**config.mk**
```make
export PLATFORM = sky130hd
export DESIGN_NAME = ax_arbiter_flat
export DESIGN_NICKNAME = d
export VERILOG_FILES = /design/src/rtl/axi_pkg.sv /design/src/rtl/ax_arbiter_if.sv /design/src/rtl/ax_rr_pick.sv /design/src/rtl/ax_arbiter.sv /design/src/flat_wrapper.sv
export SDC_FILE = /design/constraint.sdc
export NUM_CORES = 1
export LEC_CHECK = 0
export CORE_AREA = 2 2 39 41
export CTS_CLUSTER_DIAMETER = 40
export DETAILED_ROUTE_END_ITERATION = 12
export DIE_AREA = 0 0 41 43
export HOLD_SLACK_MARGIN = 0.15
export PLACE_DENSITY = 0.77
export SETUP_SLACK_MARGIN = 0.5
export SYNTH_ARGS = -nofsm -noshare
export SYNTH_HDL_FRONTEND = slang
export SYNTH_HIERARCHICAL = 1
export SYNTH_SLANG_ARGS = --single-unit
```
**constraint.sdc**
```tcl
create_clock -name ACLK -period 2.7 [get_ports ACLK]
set_input_delay 0.27 -clock ACLK [delete_from_list [all_inputs] [get_ports ACLK]]
set_output_delay 0.27 -clock ACLK [all_outputs]
set_load 0.005 [all_outputs]
```
**src/rtl/axi_pkg.sv**
```systemverilog
// Shared AXI address-channel types: burst-length width, arbiter state encoding, master index.
`ifndef AXI_LEN_BITS
`define AXI_LEN_BITS 4
`endif

package axi_pkg;

  localparam int LEN_BITS = `AXI_LEN_BITS;

  typedef enum logic [1:0] {
    IDLE = 2'd0,
    ADDR = 2'd1,
    DATA = 2'd2
  } arb_state_t;

  typedef logic mst_idx_t;

endpackage

```
**src/rtl/ax_arbiter_if.sv**
```systemverilog
// Control bundle between the AR/AW arbiter and the mux, masters and slave around it.
interface ax_arbiter_if
  import axi_pkg::*;
#(
  parameter int LEN_BITS = axi_pkg::LEN_BITS
);

  logic                AxVALID_M0;
  logic                AxVALID_M1;
  logic [LEN_BITS-1:0] AxLEN;
  logic                AxREADY_S;
  logic                DVALID;
  logic                DREADY;
  logic                DLAST;
  mst_idx_t            gnt;
  logic                AxREADY_M0;
  logic                AxREADY_M1;
  logic                busy;
  logic                data_phase;
  logic                len_err;

  // slave = the arbiter itself; master = the surrounding fabric that feeds it
  modport slave (
    input  AxVALID_M0, AxVALID_M1, AxLEN, AxREADY_S, DVALID, DREADY, DLAST,
    output gnt, AxREADY_M0, AxREADY_M1, busy, data_phase, len_err
  );

  modport master (
    output AxVALID_M0, AxVALID_M1, AxLEN, AxREADY_S, DVALID, DREADY, DLAST,
    input  gnt, AxREADY_M0, AxREADY_M1, busy, data_phase, len_err
  );

endinterface

```
**src/rtl/ax_rr_pick.sv**
```systemverilog
// Two-way round-robin picker: on a tie the master that did not win last time is chosen.
module ax_rr_pick
  import axi_pkg::*;
(
  input  logic [1:0] req,
  input  mst_idx_t   last,
  output mst_idx_t   pick,
  output logic       any
);

  always_comb begin
    // NOTE: defaults first so every path assigns both outputs and no latch is inferred.
    any  = |req;
    pick = last;
    case (req)
      2'b01:   pick = 1'b0;
      2'b10:   pick = 1'b1;
      2'b11:   pick = ~last;
      default: pick = last;
    endcase
  end

endmodule

```
**src/rtl/ax_arbiter.sv**
```systemverilog
// AR/AW channel arbiter for two masters: round-robin grant, held through the address
// handshake and, when HOLD_DATA is set, through the AxLEN-counted data burst.
module ax_arbiter
  import axi_pkg::*;
#(
  parameter bit HOLD_DATA = 1'b1,
  parameter int LEN_BITS  = axi_pkg::LEN_BITS
)(
  input  logic         ACLK,
  input  logic         ARESETn,
  ax_arbiter_if.slave  bus
);

  arb_state_t          state;
  mst_idx_t            gntQ;
  mst_idx_t            lastGnt;
  logic [LEN_BITS-1:0] beatCnt;
  logic                lenErrQ;

  mst_idx_t            pick;
  logic                anyReq;

  ax_rr_pick u_pick (
    .req  ({bus.AxVALID_M1, bus.AxVALID_M0}),
    .last (lastGnt),
    .pick (pick),
    .any  (anyReq)
  );

  logic grantedValid;
  logic addrHs;
  logic dataBeat;

  assign grantedValid = gntQ ? bus.AxVALID_M1 : bus.AxVALID_M0;
  assign addrHs       = (state == ADDR) && grantedValid && bus.AxREADY_S;
  // Beats seen before DATA (W ahead of AW) are deliberately ignored.
  assign dataBeat     = (state == DATA) && bus.DVALID && bus.DREADY;

  // NOTE: sequential state uses non-blocking assignments only, so every register sees pre-edge values.
  always_ff @(posedge ACLK) begin
    if (!ARESETn) begin
      state   <= IDLE;
      gntQ    <= 1'b0;
      lastGnt <= 1'b1;
      beatCnt <= '0;
      lenErrQ <= 1'b0;
    end else begin
      lenErrQ <= 1'b0;
      case (state)
        IDLE: begin
          if (anyReq) begin
            gntQ  <= pick;
            state <= ADDR;
          end
        end
        ADDR: begin
          if (addrHs) begin
            lastGnt <= gntQ;
            beatCnt <= bus.AxLEN;
            state   <= HOLD_DATA ? DATA : IDLE;
          end
        end
        DATA: begin
          // The counter ends the burst; DLAST is only cross-checked against it.
          if (dataBeat) begin
            if (beatCnt == '0) begin
              state   <= IDLE;
              lenErrQ <= ~bus.DLAST;
            end else begin
              beatCnt <= beatCnt - 1'b1;
              lenErrQ <= bus.DLAST;
            end
          end
        end
        default: state <= IDLE;
      endcase
    end
  end

  assign bus.gnt        = gntQ;
  assign bus.AxREADY_M0 = (state == ADDR) && bus.AxREADY_S && (gntQ == 1'b0);
  assign bus.AxREADY_M1 = (state == ADDR) && bus.AxREADY_S && (gntQ == 1'b1);
  assign bus.busy       = (state != IDLE);
  assign bus.data_phase = (state == DATA);
  assign bus.len_err    = lenErrQ;

endmodule

```
**src/flat_wrapper.sv**
```systemverilog
// flat-port wrapper written by rule: the top's interface ports become plain ports
module ax_arbiter_flat import axi_pkg::*;
#(
  parameter bit HOLD_DATA = 1'b1,
  parameter int LEN_BITS  = axi_pkg::LEN_BITS
)
  (ACLK, ARESETn, bus_AxVALID_M0, bus_AxVALID_M1, bus_AxLEN, bus_AxREADY_S, bus_DVALID, bus_DREADY, bus_DLAST, bus_gnt, bus_AxREADY_M0, bus_AxREADY_M1, bus_busy, bus_data_phase, bus_len_err);
  ax_arbiter_if #(.LEN_BITS(LEN_BITS)) bus_i ();
  input  logic ACLK;
  input  logic ARESETn;
  input wire logic [$bits(bus_i.AxVALID_M0)-1:0] bus_AxVALID_M0;
  input wire logic [$bits(bus_i.AxVALID_M1)-1:0] bus_AxVALID_M1;
  input wire logic [$bits(bus_i.AxLEN)-1:0] bus_AxLEN;
  input wire logic [$bits(bus_i.AxREADY_S)-1:0] bus_AxREADY_S;
  input wire logic [$bits(bus_i.DVALID)-1:0] bus_DVALID;
  input wire logic [$bits(bus_i.DREADY)-1:0] bus_DREADY;
  input wire logic [$bits(bus_i.DLAST)-1:0] bus_DLAST;
  output wire logic [$bits(bus_i.gnt)-1:0] bus_gnt;
  output wire logic [$bits(bus_i.AxREADY_M0)-1:0] bus_AxREADY_M0;
  output wire logic [$bits(bus_i.AxREADY_M1)-1:0] bus_AxREADY_M1;
  output wire logic [$bits(bus_i.busy)-1:0] bus_busy;
  output wire logic [$bits(bus_i.data_phase)-1:0] bus_data_phase;
  output wire logic [$bits(bus_i.len_err)-1:0] bus_len_err;
  assign bus_i.AxVALID_M0 = bus_AxVALID_M0;
  assign bus_i.AxVALID_M1 = bus_AxVALID_M1;
  assign bus_i.AxLEN = bus_AxLEN;
  assign bus_i.AxREADY_S = bus_AxREADY_S;
  assign bus_i.DVALID = bus_DVALID;
  assign bus_i.DREADY = bus_DREADY;
  assign bus_i.DLAST = bus_DLAST;
  assign bus_gnt = bus_i.gnt;
  assign bus_AxREADY_M0 = bus_i.AxREADY_M0;
  assign bus_AxREADY_M1 = bus_i.AxREADY_M1;
  assign bus_busy = bus_i.busy;
  assign bus_data_phase = bus_i.data_phase;
  assign bus_len_err = bus_i.len_err;
  ax_arbiter #(.HOLD_DATA(HOLD_DATA), .LEN_BITS(LEN_BITS)) u_core (.ACLK(ACLK), .ARESETn(ARESETn), .bus(bus_i));
endmodule
```
==> impl_metrics.env <==
export IMPL_synth_edff_count=0
export IMPL_clk_pin_slew_ns=0.06
export IMPL_status="finished clean"
export IMPL_yosys_area_share_xor_xnor_pct=1.54
export IMPL_regArea_um2=180
export IMPL_syn_to_final_growth_pct=35.3
export IMPL_die_h_um=43
export IMPL_io_pins=18
export IMPL_wl_um=1170
export IMPL_final_cell_mix="clkdlybuf4s50_1 (17), dfxtp_1 (9), inv_1 (6), nand2_1 (6)"
export IMPL_fin_tns_setup_ns=0
export IMPL_wire_per_inst_um=11.8
export IMPL_power_density_mw_per_mm2=436
export IMPL_max_freq_ghz=0.536
export IMPL_end_kind="primary output"
export IMPL_max_slew_margin_pct=74.8
export IMPL_place_area_um2=746
export IMPL_clock_power_share_pct=30.1
export IMPL_critPathMaxFanout=3
export IMPL_ant_nets=0
export IMPL_place_ws_ns=0.842
export IMPL_synth_compound_area_share_pct=28.1
export IMPL_gr_usage_met2_pct=24.4
export IMPL_cp_data_arrival_time_ns=1.60
export IMPL_cell_internal_pwr_mw=0.247
export IMPL_grt_overflow=0
export IMPL_max_cap_viol_count=0
export IMPL_cts_htree_levels=1
export IMPL_grtUsageTotal_pct=16.1
export IMPL_multi_input_area_um2=353
export IMPL_netlist_area_um2=571
export IMPL_yosysWarnings=6
export IMPL_clk_latency_ns=0.25
export IMPL_cts_resized=0
export IMPL_cts_root_buf="clkbuf_4"
export IMPL_cts_setup_buffers=0
export IMPL_setup_viol=0
export IMPL_grt_met3_usage_pct=3.14
export IMPL_finish_instance_area_um2=772
export IMPL_fin_ws_ns=0.834
export IMPL_nets=97
export IMPL_fp_dieW_um=41
export IMPL_cts_max_path_buffers=2
export IMPL_yosys_mux_area_fraction_pct=3.51
export IMPL_num_rows=14
export IMPL_use_met1_pct=19.8
export IMPL_p_sw_share_pct=26.7
export IMPL_seqPwrFrac_pct=45.1
export IMPL_yosysTopAreaCellShare_pct=31.6
export IMPL_required_ns=2.43
export IMPL_min_period_ns=1.87
export IMPL_period_share_pct=69.1
export IMPL_cts_tree="built"
export IMPL_async_reset_ff_share_pct=0
export IMPL_first_pass_iters=4
export IMPL_syn_inst=64
export IMPL_grt_busiest_layer="met2"
export IMPL_hpwl_um=910
export IMPL_antenna_found_initial=0
export IMPL_via_count=516
export IMPL_synth_largest_area_cell="dfxtp_1"
export IMPL_peakVddDrop_mv=0.270
export IMPL_drt_iter0_drc=9
export IMPL_start_kind="input port"
export IMPL_mostFrequentLayoutCell="clkdlybuf4s50_1"
export IMPL_finalHoldViolCount=0
export IMPL_p_total_mw=0.336
export IMPL_synth_fa_ha_area_share_pct=2.19
export IMPL_synth_top_family_by_area="compound AO/OA/AOI/OAI gates"
export IMPL_cts_hold_buf=0
export IMPL_p_comb_share_pct=24.7
export IMPL_dieArea_mm2=0.00176
export IMPL_gp_congestion=0.719
export IMPL_p_leak_nw=0.303
export IMPL_min_path_type="reg -> reg"
export IMPL_synth_seq_cells=9
export IMPL_post_place_cells=95
export IMPL_cts_sinks=9
export IMPL_yosysUniqueCellTypes=36
export IMPL_drc_errors=0
export IMPL_start_util_pct=41.2
export IMPL_grt_pass1_wl_um=1940
export IMPL_drive_above_1_share_pct=14.5
export IMPL_tightest_slew_ns=0.368
export IMPL_final_cells=99
export IMPL_fin_worst_skew_ns=0.00231
export IMPL_grt_pass1_vias=475
export IMPL_grt_start_max_net_pins=11
export IMPL_core_region_area_mm2=0.00138
export IMPL_diodes=0
export IMPL_syn_area_per_cell_um2=8.91
export IMPL_fill_cells=143
export IMPL_seq_area_frac_synth_pct=31.6
export IMPL_path_class="in -> out"
export IMPL_yosys_area_share_simple_pct=26.5
export IMPL_via_per_inst=5.21
export IMPL_syn_nets=77
export IMPL_rsz0062_at_grt="false"
export IMPL_synth_area_leaders="dfxtp_1 (32%), o32ai_4 (4.8%), inv_1 (3.9%)"
export IMPL_io_buffers=17
export IMPL_numCtsBuffers=3
export IMPL_synth_ff_type="dfxtp_1"
export IMPL_drv_slew=0
export IMPL_switchingPower_mw=0.0897
==> logic make-up (layout without fill, tap and decap cells) <==
group	after synthesis	count (layout)
multiplexers	2	2
AND/OR/NAND/NOR	24	24
AO/OA/AOI/OAI	19	19
XOR/XNOR	1	1
buffers and inverters	8	27
flip-flops	9	9
adder cells (fa/ha/maj)	1	1
==> synth_stat cells (2+ instances only) <==
| library cell | number |
|---|---|
| a21oi_1 | 4 |
| dfxtp_1 | 9 |
| inv_1 | 6 |
| mux2i_1 | 2 |
| nand2_1 | 6 |
| nor2_1 | 4 |
| nor3b_1 | 2 |
| o21a_1 | 2 |
| o21ai_0 | 2 |
==> sequential cells by signal, summed over array words and instances (netlist names) <==
name / flops
u_core/state: 2
u_core/bus.gnt: 1
u_core/beatCnt: 4
u_core/bus.len_err: 1
u_core/lastGnt: 1
==> layer usage <==
| layer | vias to the layer above | share of wire, % |
|---|---|---|
| met5 | - | 0 |
| met4 | 0 | 0.94 |
| met3 | 2 | 6.5 |
| met2 | 14 | 48 |
| met1 | 232 | 45 |
| li1 | 268 | - |
==> cell type report <==
type                            instances  area share, %
Multi-Input combinational cell         47           45.7
Sequential cell                         9           23.3
Timing Repair Buffer                   17           22.0
Clock buffer                            4           3.40
Inverter                                6           2.92
Tap cell                               16           2.59
==> per-stage QoR <==
stage               hold slack [ns]  utilization [%]
floorplan                     0.450                -
global placement              0.515             53.9
detailed placement            0.527             53.9
CTS                           0.540             55.8
global route                  0.569             55.8
finish                        0.532             55.8
==> worst paths after layout <==
path / from / end / slack [ns] / cells past startpoint
min: u_core/beatCnt[3] / u_core/beatCnt[3] / 0.53 / 1
max reg2reg: u_core/beatCnt[0] / u_core/beatCnt[3] / 0.91 / 6
min reg2reg: u_core/beatCnt[3] / u_core/beatCnt[3] / 0.53 / 1
max: bus_AxREADY_S / bus_AxREADY_M1 / 0.83 / 4
==> worst max-delay path: stages <==
cell             delay (ns)
clkdlybuf4s50_1        0.49
and3b_2                0.21
and2_1                 0.13
clkdlybuf4s50_1        0.49
==> power groups by stage <==
stage               Clock [mW]  Combinational (mW)  Sequential (mW)
floorplan                    0              0.0495            0.152
global placement             0              0.0824            0.155
detailed placement           0              0.0833            0.155
CTS                      0.108              0.0841            0.152
global route             0.115              0.0918            0.154
finish                   0.101              0.0833            0.152
No activity file was read; power rests on OpenSTA's default activity.
